==> src/rtl/pipe_ctrl_pkg.sv <==
// Shared definitions for the pipeline stall sequencer.
//   state_t   : sequencer state (RUN, MD_BUSY)
//   REG_W_DEF : default register specifier width
//   ZERO_REG  : register $0, which never produces a load-use hazard
package pipe_ctrl_pkg;

    typedef enum logic {
        RUN     = 1'b0,
        MD_BUSY = 1'b1
    } state_t;

    localparam int REG_W_DEF = 5;

    localparam logic [REG_W_DEF-1:0] ZERO_REG = '0;

endpackage

==> src/rtl/pipe_stall_ctrl_hazard_detect.sv <==
// Load-use comparator.
// Flags when the load currently in EX writes a register that the
// instruction in ID reads. A load into $0 is never a hazard.
// Ports:
//   id_rs, id_rt           : source specifiers of the ID instruction
//   id_uses_rs, id_uses_rt : qualifiers, the ID instruction really reads them
//   ex_memread             : EX holds a load
//   ex_rt                  : destination of that load
//   load_use               : hazard present this cycle
module hazard_detect
    import pipe_ctrl_pkg::*;
#(
    parameter int REG_W = REG_W_DEF
) (
    input  logic [REG_W-1:0] id_rs,
    input  logic [REG_W-1:0] id_rt,
    input  logic             id_uses_rs,
    input  logic             id_uses_rt,
    input  logic             ex_memread,
    input  logic [REG_W-1:0] ex_rt,
    output logic             load_use
);

    logic dst_live;
    logic rs_match;
    logic rt_match;

    always_comb begin
        dst_live = ex_memread && (ex_rt != REG_W'(ZERO_REG));
        rs_match = id_uses_rs && (id_rs == ex_rt);
        rt_match = id_uses_rt && (id_rt == ex_rt);
        load_use = dst_live && (rs_match || rt_match);
    end

endmodule

==> src/rtl/pipe_stall_ctrl.sv <==
// Hazard and stall sequencer for the 5-stage pipeline.
// Produces enable/flush controls for the PC and the four inter-stage
// register banks. Controls are combinational from the registered state
// and the current inputs so they act in the same cycle.
// Priority (highest first): reset, mem_wait freeze, mult/div stall,
// mult/div release, taken branch, load-use bubble.
// Ports:
//   clk, arst            : clock, synchronous active-high reset
//   mem_wait             : memory not ready, freeze everything
//   id_*/ex_memread/ex_rt: load-use hazard inputs
//   ex_branch_taken      : taken branch/jump resolved in EX
//   ex_muldiv            : EX holds a mult/div
//   *_en, *_flush        : register bank enables and bubble loads
//   muldiv_busy/done     : mult/div occupancy status and release pulse
//   stall_cycles         : saturating count of cycles with pc_en=0
module pipe_stall_ctrl
    import pipe_ctrl_pkg::*;
#(
    parameter int MUL_LAT = 4,
    parameter int REG_W   = REG_W_DEF,
    parameter int CNT_W   = 16
) (
    input  logic             clk,
    input  logic             arst,
    input  logic             mem_wait,
    input  logic [REG_W-1:0] id_rs,
    input  logic [REG_W-1:0] id_rt,
    input  logic             id_uses_rs,
    input  logic             id_uses_rt,
    input  logic             ex_memread,
    input  logic [REG_W-1:0] ex_rt,
    input  logic             ex_branch_taken,
    input  logic             ex_muldiv,
    output logic             pc_en,
    output logic             ifid_en,
    output logic             ifid_flush,
    output logic             idex_en,
    output logic             idex_flush,
    output logic             exmem_en,
    output logic             exmem_flush,
    output logic             memwb_en,
    output logic             muldiv_busy,
    output logic             muldiv_done,
    output logic [CNT_W-1:0] stall_cycles
);

    // The cycle that launches the mult/div and the release cycle both
    // count toward MUL_LAT, so the busy countdown starts at MUL_LAT-2.
    localparam logic [3:0] CNT_INIT = 4'(MUL_LAT - 2);

    state_t     state;
    logic [3:0] cnt;
    logic       load_use;
    logic       md_stall;
    logic       md_release;

    function automatic logic [CNT_W-1:0] sat_inc(input logic [CNT_W-1:0] v);
        return (&v) ? v : v + 1'b1;
    endfunction

    hazard_detect #(
        .REG_W (REG_W)
    ) u_hazard_detect (
        .id_rs      (id_rs),
        .id_rt      (id_rt),
        .id_uses_rs (id_uses_rs),
        .id_uses_rt (id_uses_rt),
        .ex_memread (ex_memread),
        .ex_rt      (ex_rt),
        .load_use   (load_use)
    );

    always_comb begin
        md_stall   = ((state == RUN) && ex_muldiv) ||
                     ((state == MD_BUSY) && (cnt != 4'd0));
        md_release = (state == MD_BUSY) && (cnt == 4'd0);
    end

    always_comb begin
        pc_en       = 1'b1;
        ifid_en     = 1'b1;
        ifid_flush  = 1'b0;
        idex_en     = 1'b1;
        idex_flush  = 1'b0;
        exmem_en    = 1'b1;
        exmem_flush = 1'b0;
        memwb_en    = 1'b1;
        muldiv_busy = (state == MD_BUSY);
        muldiv_done = 1'b0;

        if (arst) begin
            pc_en       = 1'b0;
            ifid_en     = 1'b0;
            ifid_flush  = 1'b1;
            idex_en     = 1'b0;
            idex_flush  = 1'b1;
            exmem_en    = 1'b0;
            exmem_flush = 1'b1;
            memwb_en    = 1'b0;
            muldiv_busy = 1'b0;
        end else if (mem_wait) begin
            pc_en    = 1'b0;
            ifid_en  = 1'b0;
            idex_en  = 1'b0;
            exmem_en = 1'b0;
            memwb_en = 1'b0;
        end else if (md_stall) begin
            // Hold IF/ID/EX; a bubble drains into MEM behind the mult/div.
            pc_en       = 1'b0;
            ifid_en     = 1'b0;
            idex_en     = 1'b0;
            exmem_flush = 1'b1;
        end else if (md_release) begin
            muldiv_done = 1'b1;
        end else if (ex_branch_taken) begin
            // The ID instruction is squashed, so any load-use match is moot.
            ifid_flush = 1'b1;
            idex_flush = 1'b1;
        end else if (load_use) begin
            pc_en      = 1'b0;
            ifid_en    = 1'b0;
            idex_flush = 1'b1;
        end
    end

    always_ff @(posedge clk) begin
        if (arst) begin
            state        <= RUN;
            cnt          <= 4'd0;
            stall_cycles <= '0;
        end else begin
            if (!pc_en) begin
                stall_cycles <= sat_inc(stall_cycles);
            end
            // mem_wait freezes the mult/div countdown.
            if (!mem_wait) begin
                if (md_stall) begin
                    if (state == RUN) begin
                        cnt   <= CNT_INIT;
                        state <= MD_BUSY;
                    end else begin
                        cnt <= cnt - 4'd1;
                    end
                end else if (md_release) begin
                    state <= RUN;
                end
            end
        end
    end

endmodule

==> config.mk <==
export PLATFORM = sky130hd
export DESIGN_NAME = pipe_stall_ctrl
export DESIGN_NICKNAME = d
export VERILOG_FILES = /design/src/rtl/pipe_ctrl_pkg.sv /design/src/rtl/pipe_stall_ctrl_hazard_detect.sv /design/src/rtl/pipe_stall_ctrl.sv
export SDC_FILE = /design/constraint.sdc
export NUM_CORES = 1
export LEC_CHECK = 0
export ABC_AREA = 1
export CAP_MARGIN = 40
export CELL_PAD_IN_SITES_DETAIL_PLACEMENT = 0
export CELL_PAD_IN_SITES_GLOBAL_PLACEMENT = 1
export CORE_AREA = 2 2 71 73
export CTS_CLUSTER_SIZE = 25
export DETAILED_ROUTE_END_ITERATION = 8
export DIE_AREA = 0 0 73 75
export GPL_ROUTABILITY_DRIVEN = 0
export GPL_TIMING_DRIVEN = 0
export PLACE_DENSITY_LB_ADDON = 0.1
export SYNTH_ARGS = -nofsm -noshare
export SYNTH_HDL_FRONTEND = slang
export SYNTH_SLANG_ARGS = --single-unit
export TNS_END_PERCENT = 50
==> constraint.sdc <==
create_clock -name clk -period 3.5 [get_ports clk]
set_input_delay 0.525 -clock clk [delete_from_list [all_inputs] [get_ports clk]]
set_output_delay 0.525 -clock clk [all_outputs]
set_load 0.05 [all_outputs]
Yosys cells after proc, flatten, opt, wreduce, memory -nomap -nowiden
Index checks and enable logic that the tools add are counted. W data, S select, Z words.

Bits in registers: 21. Bits of input ports: 23. Logic and storage cells: 61.

$add $sub $neg: 2. Eq/ne operators: 2. Muxes and demuxes: 33. Bitwise gates (word level): 4. Reduce and logical (&&, ||, !) cells: 17.

Operators with widths (number): $mux W1 (32); $add A16 B1 Y16 const B (1); $reduce_and A16 Y1 (1); $eq A5 B5 Y1 (2); $logic_and A1 B1 Y1 (7); $reduce_and A2 Y1 (3); $reduce_bool A5 Y1 (1); $logic_not A4 Y1 (1); $mux W4 (1); $not A1 Y1 (4); $reduce_bool A4 Y1 (1); $sub A4 B1 Y4 const B (1); $logic_or A1 B1 Y1 (2); $reduce_bool A2 Y1 (1).

Logic depth before layout (Yosys ltp)
Depth in word-level cells: 12. Gate-level depth with buffers: 12. Mapped depth without buffers: 11.

Hierarchy
Synthesis repeated with hierarchy kept, for this count alone.

Cell total of the unflattened synthesis: 269. Area, all modules: 1617.8 µm².

By module, submodules not included: pipe_stall_ctrl (instances 1, cells each 214, area each 1401.3 µm²); hazard_detect (instances 1, cells each 55, area each 216.5 µm²).

Least setup slack after synthesis
Ideal clock, no wire load.

Kind: register to output. From: reg cnt[0]. To: out pc_en. Arrival: 2286 ps. Setup slack: 689 ps. Stages on the path, launching flop included: 11. Cells stage by stage: dfxtp_1 inv_1 ha_1 inv_1 nor3_2 a21oi_2 nor3_4 nand2_4 buf_4 inv_1 buf_4.

Word-level cells in the longest chain between the ends: 6.

RTL lines: start: declaration (RTL line pipe_stall_ctrl.sv:52) `logic [3:0] cnt;`; start signal: assignment (RTL line pipe_stall_ctrl.sv:142) `cnt <= cnt - 4'd1;`; $logic_not A4 Y1 or $reduce_bool A4 Y1 (tied branches) (RTL line pipe_stall_ctrl.sv:76, pipe_stall_ctrl.sv:75); $logic_and A1 B1 Y1 (on tied branches) (RTL line pipe_stall_ctrl.sv:76, pipe_stall_ctrl.sv:75); $mux W1 or $logic_or A1 B1 Y1 (tied branches); $mux W1 * (3 in series); end: declaration (RTL line pipe_stall_ctrl.sv:34) `output logic pc_en,`.

Mark *: on every way between the ends. The rest lies on a longest branch, timed or not.

Worst setup path after layout
From: in ex_rt[1]. To: out ifid_en.

Word-level cells in the longest chain between the ends: 10.

RTL lines: start: declaration (RTL line pipe_stall_ctrl.sv:31) `input logic [REG_W-1:0] ex_rt,`; $eq A5 B5 Y1 (on tied branches) (RTL line pipe_stall_ctrl_hazard_detect.sv:30, pipe_stall_ctrl_hazard_detect.sv:31); $logic_and A1 B1 Y1 (on tied branches) (RTL line pipe_stall_ctrl_hazard_detect.sv:30, pipe_stall_ctrl_hazard_detect.sv:31); $logic_or A1 B1 Y1 (RTL line pipe_stall_ctrl_hazard_detect.sv:32) `load_use = dst_live && (rs_match || rt_match);`; $logic_and A1 B1 Y1 * (RTL line pipe_stall_ctrl_hazard_detect.sv:32); $mux W1 * (RTL line pipe_stall_ctrl.sv:119) `end else if (load_use) begin`; $mux W1 * (RTL line pipe_stall_ctrl.sv:115) `end else if (ex_branch_taken) begin`; $mux W1 * (RTL line pipe_stall_ctrl.sv:113) `end else if (md_release) begin`; $mux W1 * (RTL line pipe_stall_ctrl.sv:107) `end else if (md_stall) begin`; $mux W1 * (RTL line pipe_stall_ctrl.sv:101) `end else if (mem_wait) begin`; $mux W1 * (RTL line pipe_stall_ctrl.sv:91) `if (arst) begin`; end: declaration (RTL line pipe_stall_ctrl.sv:35) `output logic ifid_en,`.

Marks and branches as above.

==> impl_metrics.yaml <==
worst_setup_path:
  r2r-start: "stall_cycles[0]"
  critical_path_class: "input port to primary output"
  startpoint: "ex_rt[1]"
  cp-start-kind: "input port"
  critPathRequiredTime_ps: 2970
  worstPathArrival_ps: 2710
  cp_max_fo: 10
  crit_family: "buffers and inverters"
  cp_slowest_stage_delay_ps: 700
  r2r_slack_ps: 1730
  crit_chain: "clkdlybuf4s50_1, inv_2, nand2_1, nand2_1, nor2_1, nand3_1, nand2_1, nand3_1, nand2_4, buf_4, inv_1, clkdlybuf4s50_1"
  cp_slowest_cell: "clkdlybuf4s50_1"
  cp_num_buf_inv: 5
  end_kind: "primary output"
  path_common_cell: "nand2_1"
routing:
  wl_um: 3830
  drt_iter0_drc: 69
  drt_first_pass_iters: 4
  routedWlPerCell_um: 11.33
  ant_nets: 0
  drc_errors: 0
  via_per_inst: 4.586
  num_vias: 1550
logic_synthesis:
  synth_area_um2: 1526
  synthXorXnorAreaFrac_pct: 8.033
  async_reset_ff_share_pct: 0
  avgSynthCellArea_um2: 6.580
  ys_seq_area_share_pct: 27.54
  synthDistinctLibCells: 29
  synth_mux_area_share_pct: 0
  synth-edff-count: 0
  yosys.area_share.simple_pct: 40.57
  synth_top_family_by_area: "simple AND/OR/NAND/NOR gates"
  netlist_instances: 232
  synthAdderAreaFrac_pct: 1.639
  synth_flop_cell: "dfxtp_1"
  yosys_warnings: 0
  synth_compound_area_share_pct: 10.98
  ys_seq_elements: 21
  syn_nets: 257
cts:
  cts_made_buffers: 3
  path_clk_slew_ps: 80
  postCtsSetupBuffers: 0
  postCtsResizedCells: 0
  hold_buffers: 0
  clkLatencyLatePin_ps: 260
  cts_tree: "done"
  clock-root-buffer: "clkbuf_8"
  cts_sinks: 21
  ctsHtreeMaxLevel: 1
  cts_buffer_depth: 2
global_route:
  grt_use_total_pct: 15.20
  grt_pass1_vias: 1427
  grt_max_degree: 13
  grt_pass1_wl_um: 6568
  antenna_found_initial: 0
  grt_remaining_overflow: 0
min_path:
  hp-class: "register to register"
  min_from: "cnt[1]"
sta:
  setup_viol: 0
  tns_ps: 0
  fmax_ghz: 0.3088
  fin_crit_sh_pct: 92.53
  hold_ws_ps: 486.0
  fin_crit_ps: 3239
  grt_setup_unrepaired: "no"
  drv_slew: 0
  worstMarginPinSlew_ps: 751.5
  relSlewSlack_pct: 49.90
  fin_worst_skew_ps: 1.301
  finalHoldViolations: 0
floorplan:
  dieArea_um2: 5475
  num_rows: 25
  io_pins: 49
  die_y_um: 75
  initial_utilization_pct: 32.75
  die_x_um: 73
  core_um2: 4661
placed_design:
  io_buffers: 48
  hpwlAfterDp_um: 3063
cells_and_area:
  fin_nets: 310
  area_growth_pct: 39.10
  layout.cells.most_common_list: "nand2_1, clkdlybuf4s50_1, nand3_1"
  multi_input_area_um2: 934.6
  fillers: 511
  drive_gt1_share_pct: 12.32
  antenna_cells: 0
  final_common_cell: "nand2_1"
  register_area_um2: 420.4
  utilization_pct: 45.56
power:
  peakVddDrop_uv: 221.9
  p_clk_share_pct: 27.4
  power_leakage_nw: 0.8885
  combPwrFrac_pct: 28.4
  powerDensity_nw_per_um2: 275.7
  internal-power_mw: 0.3964
  p_sw_mw: 0.1891
  p_sw_share_pct: 32.29
  power_frac_seq_pct: 44.2
  p_total_mw: 0.5854
status:
  outcome: "finished, final reports clean"
job:
  drv_cap: 0
synth_stat cells, types with 3 or more instances:
cell,n,area share [%]
buf_4,3,1.5
inv_2,6,1.5
nand2_1,67,16
a21oi_2,11,6.3
a21oi_1,8,2.6
inv_1,25,6.1
dfxtp_1,21,28
xnor2_1,4,2.3
nand3_1,27,8.9
xor2_1,10,5.7
nand4_1,4,1.6
nor3_1,5,1.6
nor2_1,18,4.4
layout make-up:
type                            count  share of cell area, %
Buffer                              7                  2.357
Clock buffer                        3                  1.945
Clock inverter                      1                 0.2357
Inverter                           32                  5.716
Multi-Input combinational cell    172                  44.02
Sequential cell                    21                  19.80
Tap cell                           54                  3.182
Timing Repair Buffer               48                  22.75
worst register-to-register path, stage by stage (launching register included):
cell and delay [ps]:
dfxtp_1 420, ha_1 240, nand3_1 150, inv_2 110, nand3_2 90, clkinv_2 70, nand4_4 140, buf_2 240
a21oi_1 160, nor2_1 50
registers in the layout (all words and copies together) (netlist names):
signal and cells:
cnt 4, stall_cycles 16, state 1
metal layers:
metal	track usage, %	wire, um	vias to the layer above
met3	2.945	156	2
met4	1.852	19	0
met2	25.13	1693	26
li1	-	-	851
met1	21.22	1962	671
met5	0	0	-
power by group through the flow:
stage	Clock (mW)	Combinational [mW]	Sequential, mW
3_3_place_gp	0	0.169	0.264
6_report	0.160	0.167	0.259
4_1_cts	0.170	0.169	0.259
5_1_grt	0.178	0.183	0.261
2_1_floorplan	0	0.0920	0.275
3_5_place_dp	0	0.168	0.264
stage by stage:
step           area, um2  setup WS (ps)  instances
2_1_floorplan       1526          689.4        232
3_3_place_gp        2074          129.4        334
3_5_place_dp        2074          114.3        334
4_1_cts             2121          116.6        338
5_1_grt             2123          57.97        338
6_report            2123          261.4        338
worst paths after layout:
kind,end,depth (start not counted)
max,ifid_en,12
min reg2reg,cnt[1],2
max reg2reg,stall_cycles[0],9
min,cnt[1],2
cells by family after synthesis:
group | after synthesis
adder cells (fa/ha/maj) | 2
flip-flops | 21
buffers and inverters | 39
AND/OR/NAND/NOR | 132
XOR/XNOR | 14
AO/OA/AOI/OAI | 24
Power figures use the tool's default switching activity.
